`config.mk`:
```
export PLATFORM = sky130hd
export DESIGN_NAME = vend_dispense_sequencer_flat
export DESIGN_NICKNAME = d
export VERILOG_FILES = /design/src/rtl/vend_pkg.sv /design/src/rtl/vend_dispense_sequencer_if.sv /design/src/rtl/vend_lane_picker.sv /design/src/rtl/vend_dispense_sequencer.sv /design/src/flat_wrapper.sv
export SDC_FILE = /design/constraint.sdc
export NUM_CORES = 1
export LEC_CHECK = 0
export CAP_MARGIN = 20
export CELL_PAD_IN_SITES_DETAIL_PLACEMENT = 0
export CELL_PAD_IN_SITES_GLOBAL_PLACEMENT = 1
export CORE_MARGIN = 1
export CORE_UTILIZATION = 42
export CTS_CLUSTER_DIAMETER = 60
export CTS_CLUSTER_SIZE = 16
export DETAILED_ROUTE_END_ITERATION = 8
export PLACE_DENSITY = 0.93
export RECOVER_POWER = 25
export SYNTH_ARGS = -nofsm -noshare
export SYNTH_HDL_FRONTEND = slang
export SYNTH_SLANG_ARGS = --single-unit
```
`constraint.sdc`:
```
create_clock -name clk -period 3.7 [get_ports clk]
set_input_delay 0.74 -clock clk [delete_from_list [all_inputs] [get_ports clk]]
set_output_delay 0.74 -clock clk [all_outputs]
set_load 0.02 [all_outputs]
```
`src/rtl/vend_pkg.sv`:
```
// Shared types and constants for the vending dispense sequencer.
package vend_pkg;

   typedef enum logic [2:0] {
      S_IDLE,
      S_VEND_PULSE,
      S_VEND_WAIT,
      S_PAY_PULSE,
      S_PAY_WAIT,
      S_DONE,
      S_FAULT
   } vend_state_e;

   localparam int NUM_DEN = 5;

   localparam int LANE_COLD_DRINK    = 0;
   localparam int LANE_DAIRY_MILK    = 1;
   localparam int LANE_BISCUITS      = 2;
   localparam int LANE_RED_BULL      = 3;
   localparam int LANE_IMPORTED_CHOC = 4;

   localparam int DEN_100 = 0;
   localparam int DEN_50  = 1;
   localparam int DEN_20  = 2;
   localparam int DEN_10  = 3;
   localparam int DEN_5   = 4;

   localparam logic [1:0] FC_NONE     = 2'b00;
   localparam logic [1:0] FC_ITEM_TMO = 2'b01;
   localparam logic [1:0] FC_NOTE_TMO = 2'b10;

endpackage

```
`src/rtl/vend_dispense_sequencer_if.sv`:
```
// Bundle between the transaction controller, the sequencer and the motor/hopper drivers.
interface vend_dispense_sequencer_if
   import vend_pkg::*;
#(
   parameter int NUM_ITEMS = 5,
   parameter int CNT_W     = 4,
   parameter int NOTE_W    = 8
);
   logic                        req_valid;
   logic                        req_ready;
   logic [NUM_ITEMS*CNT_W-1:0]  req_counts;
   logic [NUM_DEN*NOTE_W-1:0]   req_notes;
   logic [NUM_ITEMS-1:0]        motor_sel;
   logic                        motor_on;
   logic                        drop_ack;
   logic [NUM_DEN-1:0]          hopper_sel;
   logic                        hopper_pulse;
   logic                        hopper_ack;
   logic                        clear_fault;
   logic                        busy;
   logic                        done;
   logic                        fault;
   logic [1:0]                  fault_code;

   modport master (
      output req_valid, req_counts, req_notes, drop_ack, hopper_ack, clear_fault,
      input  req_ready, motor_sel, motor_on, hopper_sel, hopper_pulse, busy, done, fault, fault_code
   );

   modport slave (
      input  req_valid, req_counts, req_notes, drop_ack, hopper_ack, clear_fault,
      output req_ready, motor_sel, motor_on, hopper_sel, hopper_pulse, busy, done, fault, fault_code
   );
endinterface

```
`src/rtl/vend_lane_picker.sv`:
```
// Priority encoder over remaining counters: one-hot pick of the next lane to serve.
module vend_lane_picker #(
   parameter int N         = 5,
   parameter int W         = 4,
   parameter bit LOW_FIRST = 1'b1
) (
   input  logic [N-1:0][W-1:0] i_cnt,
   output logic [N-1:0]        o_sel,
   output logic                o_any
);
   always_comb begin
      o_sel = '0;
      // Later writes win, so scan toward the preferred end last.
      if (LOW_FIRST) begin
         for (int i = N - 1; i >= 0; i--)
            if (i_cnt[i] != '0) o_sel = N'(1) << i;
      end else begin
         for (int i = 0; i < N; i++)
            if (i_cnt[i] != '0) o_sel = N'(1) << i;
      end
      o_any = |o_sel;
   end
endmodule

```
`src/rtl/vend_dispense_sequencer.sv`:
```
// Pays out one vending batch: items one at a time, then notes, each confirmed by a sensor ack.
module vend_dispense_sequencer
   import vend_pkg::*;
#(
   parameter int NUM_ITEMS   = 5,
   parameter int CNT_W       = 4,
   parameter int NOTE_W      = 8,
   parameter int PULSE_CYC   = 3,
   parameter int TIMEOUT_CYC = 16
) (
   input logic                  clk,
   input logic                  rst,
   vend_dispense_sequencer_if.slave bus
);
   localparam int PW = (PULSE_CYC > 1) ? $clog2(PULSE_CYC + 1) : 1;
   localparam int TW = $clog2(TIMEOUT_CYC + 1);

   vend_state_e                       r_state, w_state_nxt;
   logic [NUM_ITEMS-1:0][CNT_W-1:0]   r_items, w_items_nxt;
   logic [NUM_DEN-1:0][NOTE_W-1:0]    r_notes, w_notes_nxt;
   logic [NUM_ITEMS-1:0]              r_item_sel, w_item_oh;
   logic [NUM_DEN-1:0]                r_note_sel, w_note_oh;
   logic                              w_item_any, w_note_any;
   logic [PW-1:0]                     r_pulse;
   logic [TW-1:0]                     r_tmo;
   logic [1:0]                        r_fcode, w_fcode_nxt;
   logic                              r_motor_on, r_hopper_pulse, r_busy, r_req_ready, r_done, r_fault;
   logic                              w_tmo_exp;

   // Pickers see the post-update counters so a lane choice is ready on the same edge.
   vend_lane_picker #(.N(NUM_ITEMS), .W(CNT_W),  .LOW_FIRST(1'b1)) u_item_pick (
      .i_cnt(w_items_nxt), .o_sel(w_item_oh), .o_any(w_item_any));
   vend_lane_picker #(.N(NUM_DEN),   .W(NOTE_W), .LOW_FIRST(1'b1)) u_note_pick (
      .i_cnt(w_notes_nxt), .o_sel(w_note_oh), .o_any(w_note_any));

   assign w_tmo_exp = (r_tmo == TW'(TIMEOUT_CYC - 1));

   always_comb begin
      w_items_nxt = r_items;
      w_notes_nxt = r_notes;
      if (r_state == S_IDLE && bus.req_valid) begin
         w_items_nxt = bus.req_counts;
         w_notes_nxt = bus.req_notes;
      end else if (r_state == S_VEND_WAIT && bus.drop_ack) begin
         for (int i = 0; i < NUM_ITEMS; i++)
            if (r_item_sel[i] && r_items[i] != '0) w_items_nxt[i] = r_items[i] - CNT_W'(1);
      end else if (r_state == S_PAY_WAIT && bus.hopper_ack) begin
         for (int i = 0; i < NUM_DEN; i++)
            if (r_note_sel[i] && r_notes[i] != '0) w_notes_nxt[i] = r_notes[i] - NOTE_W'(1);
      end else if (r_state == S_FAULT && bus.clear_fault) begin
         w_items_nxt = '0;
         w_notes_nxt = '0;
      end
   end

   always_comb begin
      w_state_nxt = r_state;
      w_fcode_nxt = r_fcode;
      case (r_state)
         S_IDLE:
            if (bus.req_valid)
               w_state_nxt = w_item_any ? S_VEND_PULSE : (w_note_any ? S_PAY_PULSE : S_DONE);
         S_VEND_PULSE:
            if (r_pulse == PW'(PULSE_CYC - 1)) w_state_nxt = S_VEND_WAIT;
         S_VEND_WAIT:
            if (bus.drop_ack)
               w_state_nxt = w_item_any ? S_VEND_PULSE : (w_note_any ? S_PAY_PULSE : S_DONE);
            else if (w_tmo_exp) begin
               w_state_nxt = S_FAULT;
               w_fcode_nxt = FC_ITEM_TMO;
            end
         S_PAY_PULSE:
            w_state_nxt = S_PAY_WAIT;
         S_PAY_WAIT:
            if (bus.hopper_ack)
               w_state_nxt = w_note_any ? S_PAY_PULSE : S_DONE;
            else if (w_tmo_exp) begin
               w_state_nxt = S_FAULT;
               w_fcode_nxt = FC_NOTE_TMO;
            end
         S_DONE:
            w_state_nxt = S_IDLE;
         S_FAULT:
            if (bus.clear_fault) begin
               w_state_nxt = S_IDLE;
               w_fcode_nxt = FC_NONE;
            end
         default:
            w_state_nxt = S_IDLE;
      endcase
   end

   always_ff @(posedge clk or negedge rst) begin
      if (!rst) begin
         r_state        <= S_IDLE;
         r_items        <= '0;
         r_notes        <= '0;
         r_item_sel     <= '0;
         r_note_sel     <= '0;
         r_pulse        <= '0;
         r_tmo          <= '0;
         r_fcode        <= FC_NONE;
         r_motor_on     <= 1'b0;
         r_hopper_pulse <= 1'b0;
         r_busy         <= 1'b0;
         r_req_ready    <= 1'b1;
         r_done         <= 1'b0;
         r_fault        <= 1'b0;
      end else begin
         r_state <= w_state_nxt;
         r_items <= w_items_nxt;
         r_notes <= w_notes_nxt;
         r_fcode <= w_fcode_nxt;
         r_pulse <= (r_state == S_VEND_PULSE && w_state_nxt == S_VEND_PULSE) ? r_pulse + PW'(1) : '0;
         r_tmo   <= ((r_state == S_VEND_WAIT || r_state == S_PAY_WAIT) && w_state_nxt == r_state)
                    ? r_tmo + TW'(1) : '0;

         // Lane select is captured on entry to a pulse and held through its wait.
         if (w_state_nxt == S_VEND_PULSE && r_state != S_VEND_PULSE)
            r_item_sel <= w_item_oh;
         else if (w_state_nxt != S_VEND_PULSE && w_state_nxt != S_VEND_WAIT)
            r_item_sel <= '0;
         if (w_state_nxt == S_PAY_PULSE)
            r_note_sel <= w_note_oh;
         else if (w_state_nxt != S_PAY_WAIT)
            r_note_sel <= '0;

         r_motor_on     <= (w_state_nxt == S_VEND_PULSE);
         r_hopper_pulse <= (w_state_nxt == S_PAY_PULSE);
         r_busy         <= (w_state_nxt != S_IDLE);
         r_req_ready    <= (w_state_nxt == S_IDLE);
         r_done         <= (w_state_nxt == S_DONE);
         r_fault        <= (w_state_nxt == S_FAULT);
      end
   end

   assign bus.req_ready    = r_req_ready;
   assign bus.motor_sel    = r_item_sel;
   assign bus.motor_on     = r_motor_on;
   assign bus.hopper_sel   = r_note_sel;
   assign bus.hopper_pulse = r_hopper_pulse;
   assign bus.busy         = r_busy;
   assign bus.done         = r_done;
   assign bus.fault        = r_fault;
   assign bus.fault_code   = r_fcode;
endmodule

```
`src/flat_wrapper.sv`:
```
// flat-port wrapper written by rule: the top's interface ports become plain ports
module vend_dispense_sequencer_flat import vend_pkg::*;
#(
   parameter int NUM_ITEMS   = 5,
   parameter int CNT_W       = 4,
   parameter int NOTE_W      = 8,
   parameter int PULSE_CYC   = 3,
   parameter int TIMEOUT_CYC = 16
)
  (clk, rst, bus_req_valid, bus_req_counts, bus_req_notes, bus_drop_ack, bus_hopper_ack, bus_clear_fault, bus_req_ready, bus_motor_sel, bus_motor_on, bus_hopper_sel, bus_hopper_pulse, bus_busy, bus_done, bus_fault, bus_fault_code);
  vend_dispense_sequencer_if #(.NUM_ITEMS(NUM_ITEMS), .CNT_W(CNT_W), .NOTE_W(NOTE_W)) bus_i ();
  input logic clk;
  input logic rst;
  input wire logic [$bits(bus_i.req_valid)-1:0] bus_req_valid;
  input wire logic [$bits(bus_i.req_counts)-1:0] bus_req_counts;
  input wire logic [$bits(bus_i.req_notes)-1:0] bus_req_notes;
  input wire logic [$bits(bus_i.drop_ack)-1:0] bus_drop_ack;
  input wire logic [$bits(bus_i.hopper_ack)-1:0] bus_hopper_ack;
  input wire logic [$bits(bus_i.clear_fault)-1:0] bus_clear_fault;
  output wire logic [$bits(bus_i.req_ready)-1:0] bus_req_ready;
  output wire logic [$bits(bus_i.motor_sel)-1:0] bus_motor_sel;
  output wire logic [$bits(bus_i.motor_on)-1:0] bus_motor_on;
  output wire logic [$bits(bus_i.hopper_sel)-1:0] bus_hopper_sel;
  output wire logic [$bits(bus_i.hopper_pulse)-1:0] bus_hopper_pulse;
  output wire logic [$bits(bus_i.busy)-1:0] bus_busy;
  output wire logic [$bits(bus_i.done)-1:0] bus_done;
  output wire logic [$bits(bus_i.fault)-1:0] bus_fault;
  output wire logic [$bits(bus_i.fault_code)-1:0] bus_fault_code;
  assign bus_i.req_valid = bus_req_valid;
  assign bus_i.req_counts = bus_req_counts;
  assign bus_i.req_notes = bus_req_notes;
  assign bus_i.drop_ack = bus_drop_ack;
  assign bus_i.hopper_ack = bus_hopper_ack;
  assign bus_i.clear_fault = bus_clear_fault;
  assign bus_req_ready = bus_i.req_ready;
  assign bus_motor_sel = bus_i.motor_sel;
  assign bus_motor_on = bus_i.motor_on;
  assign bus_hopper_sel = bus_i.hopper_sel;
  assign bus_hopper_pulse = bus_i.hopper_pulse;
  assign bus_busy = bus_i.busy;
  assign bus_done = bus_i.done;
  assign bus_fault = bus_i.fault;
  assign bus_fault_code = bus_i.fault_code;
  vend_dispense_sequencer #(.NUM_ITEMS(NUM_ITEMS), .CNT_W(CNT_W), .NOTE_W(NOTE_W), .PULSE_CYC(PULSE_CYC), .TIMEOUT_CYC(TIMEOUT_CYC)) u_core (.clk(clk), .rst(rst), .bus(bus_i));
endmodule
```
**Word level (Yosys, flattened, before mapping)**

Index checks and enable logic that the tools add are counted.

- Reductions and logical operators: 48
- $add $sub $neg: 12
- Equality and inequality tests: 21
- Mux-type cells: 49

Operators by type and width:

| cell | number |
|---|---|
| $mux 40 | 4 |
| $mux 20 | 4 |
| $reduce_bool 8->1 | 10 |
| $mux 5 | 15 |
| $mux 8 | 5 |
| $reduce_bool 4->1 | 10 |
| $sub 8x1->8 const B | 5 |
| $mux 3 | 8 |
| $mux 4 | 5 |
| $sub 4x1->4 const B | 5 |
| $logic_and 1x1->1 | 18 |
| $pmux 3 s6 | 1 |
| $eq 3x3->1 const B | 4 |
| $mux 2 | 6 |
| $reduce_or 5->1 | 2 |
| $eq 3x2->1 const B | 3 |
| $eq 3x1->1 const B | 2 |
| $logic_not 3->1 | 2 |
| $ne 2x2->1 const B | 3 |
| $ne 3x1->1 const B | 2 |
| $pmux 2 s3 | 1 |
| $reduce_and 6->1 | 1 |
| $reduce_bool 3->1 | 2 |
| $add 5x1->5 const B | 1 |
| 9 further kinds | 11 |

- Logic and storage cells: 152
- Input port bits: 66
- Output and inout port bits: 18
- Register bits after elaboration: 88

**Longest topological paths before layout**

Gate-level depths: netlist (run 1).

- Depth in word-level cells: 21
- Mapped depth: 13
- Gate-level depth less buffers: 12

**Hierarchy**

Synthesis (run 1) repeated with hierarchy kept, for this count alone.

- Cells, all modules: 571
- Area total of the unflattened synthesis: 5193.7 sq um

By module, submodules not included:

| module | cells each | times used | seq. area each (sq um) | area each (sq um) |
|---|---|---|---|---|
| vend_dispense_sequencer | 538 | 1 | 2203.4 | 4958.5 |
| vend_lane_picker at u_core.u_note_pick | 20 | 1 | 0.0 | 123.9 |
| vend_lane_picker at u_core.u_item_pick | 13 | 1 | 0.0 | 111.4 |

**Least setup slack after synthesis (run 1)**

OpenSTA, ideal clock, no wires.

- Path kind: input-to-reg
- Start: input port bus_req_valid
- End: register u_core.r_item_sel[2], in the netlist u_core.bus.motor_sel[2]
- Setup slack: 0.313 ns
- Required time: 3.560 ns
- Cell stages on the path: 12
- Library setup time: 0.140 ns
- Data arrival time: 3.247 ns
- Buffers on the path: 2
- Cells stage by stage: nor4b_2 nor2_1 buf_2 buf_2 a31oi_1 o21ai_0 nor4_4 nand4_1 o21ai_0 o21ai_2 a41oi_4 o32ai_1

- Word-level cells in the longest chain between the ends: 16
- Elaborated cells between the ends (all ways): 38
- Classes of those cells: 3 x eq/ne; 19 x mux; 16 x reduce/logical

RTL lines:

| item | line | RTL |
|---|---|---|
| from (decl) | flat_wrapper.sv:14 | `input wire logic [$bits(bus_i.req_valid)-1:0] bus_req_valid;` |
| $logic_and 1x1->1 | vend_dispense_sequencer.sv:41 | `if (r_state == S_IDLE && bus.req_valid) begin` |
| $mux 40 | vend_dispense_sequencer.sv:41 |  |
| $reduce_bool 8->1 | vend_lane_picker.sv:16 | `if (i_cnt[i] != '0) o_sel = N'(1) << i;` |
| $mux 5 (5 in a row) | vend_lane_picker.sv:16 |  |
| $reduce_or 5->1 | vend_lane_picker.sv:21 | `o_any = \|o_sel;` |
| $mux 3 | vend_dispense_sequencer.sv:62, vend_dispense_sequencer.sv:67, vend_dispense_sequencer.sv:76 |  |
| $mux 3 | vend_dispense_sequencer.sv:62, vend_dispense_sequencer.sv:67 |  |
| $mux 3 (on tied branches) | vend_dispense_sequencer.sv:66, vend_dispense_sequencer.sv:61 |  |
| $pmux 3 s6 | vend_dispense_sequencer.sv:59 | `case (r_state)` |
| $eq 3x1->1 (tied with other cells) | vend_dispense_sequencer.sv:119 | `if (w_state_nxt == S_VEND_PULSE && r_state != S_VEND_PULSE)` |
| $logic_and 1x1->1 (on tied branches) | vend_dispense_sequencer.sv:119, vend_dispense_sequencer.sv:121 |  |
| $mux 5 or $reduce_bool 2->1 (tied branches) | -- |  |
| to (signal assigned) | vend_dispense_sequencer.sv:120 | `r_item_sel <= w_item_oh;` |
| to (decl) | vend_dispense_sequencer.sv:21 | `logic [NUM_ITEMS-1:0] r_item_sel, w_item_oh;` |

Several ways; a longest one is shown, not always the timed one.
A chain may end at the register's enable or synchronous reset.

==> results of run 1 <==
metrics by stage:
| stage | hold WS (ns) | std cells | worst slack, ns |
|---|---|---|---|
| global placement | 0.4129 | 989 | -0.4513 |
| global route | 0.4717 | 1008 | -0.03023 |
| finish | 0.4423 | 1008 | 0.08013 |
| detailed placement | 0.4373 | 989 | -0.5388 |
| floorplan | 0.4010 | 650 | 0.3128 |
| CTS | 0.4116 | 1008 | 0.02265 |
cell families after synthesis:
kind of cell               after synthesis  synth area share, %
and+or+nand+nor                        304                30.43
AOI/OAI and AO/OA                      151                20.21
DFF                                     88                38.27
buffers and inverters                   77                5.412
adders and majority gates               13                2.826
muxes                                   11                1.934
xor gates and xnor gates                 6               0.9128
layout make-up:
class | count | area, um2
clock buffers | 10 | 229.0
inverters | 50 | 187.7
clock inverters | 6 | 76.32
multi-input cells | 485 | 3341
repair buffers | 193 | 1672
flip-flops and latches | 88 | 2203
fillers | 1132 | 5366
well taps | 176 | 220.2
layer usage:
layer  global-route usage (%)  vias up
li1                         -     2812
met1                    32.00     2914
met2                    42.41      238
met3                    4.550       44
met4                    12.42        0
met5                        0        -
flip-flops by register name (all words and copies together), names as in the netlist:
| signal | cells |
|---|---|
| u_core.bus.busy | 1 |
| u_core.bus.done | 1 |
| u_core.bus.fault | 1 |
| u_core.bus.fault_code | 2 |
| u_core.bus.hopper_pulse | 1 |
| u_core.bus.hopper_sel | 5 |
| u_core.bus.motor_on | 1 |
| u_core.bus.motor_sel | 5 |
| u_core.bus.req_ready | 1 |
| u_core.r_items | 20 |
| u_core.r_notes | 40 |
| u_core.r_pulse | 2 |
| u_core.r_state | 3 |
| u_core.r_tmo | 5 |
worst max-delay path by stage:
| stage | startpoint | endpoint | slack [ns] |
|---|---|---|---|
| 4_1_cts | bus_drop_ack | u_core.bus.motor_sel[1] | 0.02 |
| 6_report | bus_drop_ack | u_core.bus.motor_sel[1] | 0.08 |
| 3_5_place_dp | bus_req_valid | u_core.bus.motor_sel[2] | -0.54 |
| 2_1_floorplan | bus_req_valid | u_core.bus.motor_sel[2] | 0.31 |
| 3_3_place_gp | bus_req_valid | u_core.bus.motor_sel[4] | -0.45 |
| 5_1_grt | bus_req_valid | u_core.bus.motor_sel[3] | -0.03 |
what timing repair did:
| item | 4_1_cts | 5_1_grt |
|---|---|---|
| endpoints found under the setup margin | 19 | 17 |
| gates resized for setup | 10 | 14 |
| gates cloned | 0 | 0 |
| setup buffers | 3 | 0 |
| hold endpoints to repair | 0 | 0 |
| pin swaps | 4 | 7 |
layout by cell type, fill, tap and decap left out, drive strengths merged, types with 9 or more instances in the layout:
cell type,synthesis,final
buf,17,109
clkdlybuf4s50,0,79
nand3,33,33
o211ai,18,18
nor4,15,15
dfrtp,87,87
a21oi,17,17
o311ai,11,11
nor3,32,32
a31oi,9,9
o21ai,28,28
and3,21,21
nor2,51,51
inv,50,53
clkbuf,10,12
nand2,65,65
mux2i,10,10
ha,13,13
power groups by stage:
stage	sequential, mW	combinational (mW)	clock [mW]
floorplan	1.66	1.55	0
global placement	1.70	2.46	0
detailed placement	1.71	2.56	0
CTS	1.70	2.59	0.972
global route	1.77	2.92	1.01
finish	1.73	2.68	0.959
critical path, cell delays in order:
cell and delay [ns]:
clkdlybuf4s50_1 0.50, and4bb_2 0.33, o311ai_4 0.12, o311a_1 0.37
a211o_1 0.33, nor4_4 0.40, nand4_1 0.25, nor4_2 0.24
a21o_2 0.24, a41oi_4 0.16, o22ai_1 0.22
==> summary.md, run 1 <==
| Metric | Value |
|---|---|
| Area delta synth->final | 37.73% |
| Switch share | a little over two fifths |
| Total gr overflow | 0 |
| Critical R2R Launch | u_core.r_state[0] |
| Clk Latency, worst-skew pair | about 0.36 ns |
| Global-route wire length before repair | ~29 mm |
| Core area | about 0.013 mm2 |
| VDD IR max | 0.3916 mV |
| Min Clock Period, post-route | around 3.6 ns |
| Post-synth top cells | dfrtp_1 (87), nand2_1 (64), nor2_1 (51) |
| Hold Buf Count CTS | 0 |
| Number of core rows | between 40 and 50 |
| Antenna fix cells | 0 |
| Number of max-cap violations | 1 |
| CP required | 3.98 ns |
| Number of synthesized flops with an enable pin | 0 |
| Final instance area | 0.007929 mm2 |
| Synth Register Bits | roughly 90 |
| Wire per inst | roughly 18 um |
| Fin util | 59.64% |
| Synth area leader | dfrtp_1 |
| Total Neg Setup Slack | 0 ns |
| Leakage power | 3.408 nW |
| Post-Synthesis Cells | 650 |
| Tot GR Track Use | 25.55% |
| Remaining antenna violation count | 0 |
| Placer congestion estimate | between 0.9 and 1 |
| Synth top area share | 37.82% |
| Clock group share of total power | 17.9% |
| Clk buf depth | 2 |
| Setup violators final | 0 |
| Synth warn | 0 |
| Fmax | between 200 and 300 MHz |
| Die Ht | 119.1 um |
| Synth Area per Inst | between 8 and 9 um2 |
| Number of CTS-inserted buffers | 9 |
| FF-to-FF setup slack | 0.13 ns |
| Seq/Total Area, Yosys | 38.27% |
| Pre-Repair DR Iteration Count | 7 |
| I/O Buffers | 83 |
| Met3 wire length | ~1.1 mm |
| Min-delay src | u_core.r_pulse[0] |
| Worst Reg-to-Reg Cells | 13 |
| Setup Crit Path Kind | in2reg |
| H-tree Lvls | 3 |
| Root Buffer Master | clkbuf_16 |
| Drt via density | approximately 6 |
| Hold Violations, Final | 0 |
| Slew Limit Fails | 44 |
| Die area | between 0.01 and 0.015 mm2 |
| Leading post-synthesis cells by cell area | dfrtp_1 (38%), nand2_1 (4.2%), nor2_1 (3.3%), inv_1 (3.3%), ha_1 (2.8%) |
| Wire length on met1 | between 7 and 8 mm |
| Synthesized area | 0.005757 mm2 |
| Logic pwr share | roughly half |
| Period utilization | approximately 100% |
| Hold path depth | 1 |
| PwrDens | approximately 680 mW/mm2 |
| R2r endpoint | u_core.bus.motor_sel[1] |
| Top FF cell, synth | dfrtp_1 |
| Layout Skew | between 0.008 and 0.009 ns |
| Pin slew with the least headroom to its limit | approximately 2.5 ns |
| Remaining routing DRC violations | 0 |
| Initial antenna violation count | 0 |
| Slew headroom | -69.99% |
| Largest net degree at the start of global routing | 44 |
| Routed wl met2 | about 8.5 mm |
| Vias | roughly 6000 |
| Synth cell types | 91 |
| Worst Setup Start Kind | input pin |
| CP Capture Type | flip-flop |
| CTS tree | yes |
| Psw | 2.240 mW |
| Vias in the first global route | between 5000 and 6000 |
| Reg power frac | around a third |
| HPWL after DPL | 13.27 mm |
| I/O pin cnt | 84 |
| Worst-path clk slew | 0.07 ns |
| Post-synth ARST share | 100.0% |
| Total design power | between 5 and 6 mW |
| Nets@finish | between 900 and 1000 |
| WHS Endpoint | u_core.r_pulse[0] |
| Post-Route WL | 17.68 mm |
| Worst hold path class | reg2reg |
| Violated checks | capacitance limit, slew limit |
| Worst-path maximum fanout | 5 |
| Initial DRC count | 464 |
| Dpl cell area | roughly 0.0075 mm2 |
| Cell with the most instances after synthesis | dfrtp_1 |
| Syn nets | roughly 730 |
| Power Internal | 3.123 mW |
| Worst Path Arrival | a little under 4 ns |
| Uppermost layer routed | met4 |
| CTS sink cnt | just under 90 |
| Layout cells sized above 1 | 20.79% |
| Status | finished with violations |
| Starting density of the core | a little over two fifths |
| Die width | 119.1 um |
No activity file was read; power rests on OpenSTA's default activity.
==> run 2, diff against run 1 <==
--- a/config.mk
+++ b/config.mk
@@ -15,6 +15,7 @@
 export DETAILED_ROUTE_END_ITERATION = 8
 export PLACE_DENSITY = 0.93
 export RECOVER_POWER = 25
+export SLEW_MARGIN = 20
 export SYNTH_ARGS = -nofsm -noshare
 export SYNTH_HDL_FRONTEND = slang
 export SYNTH_SLANG_ARGS = --single-unit
==> results of run 2 <==
No change in the layout: final DEF, timing and power equal those of run 1.
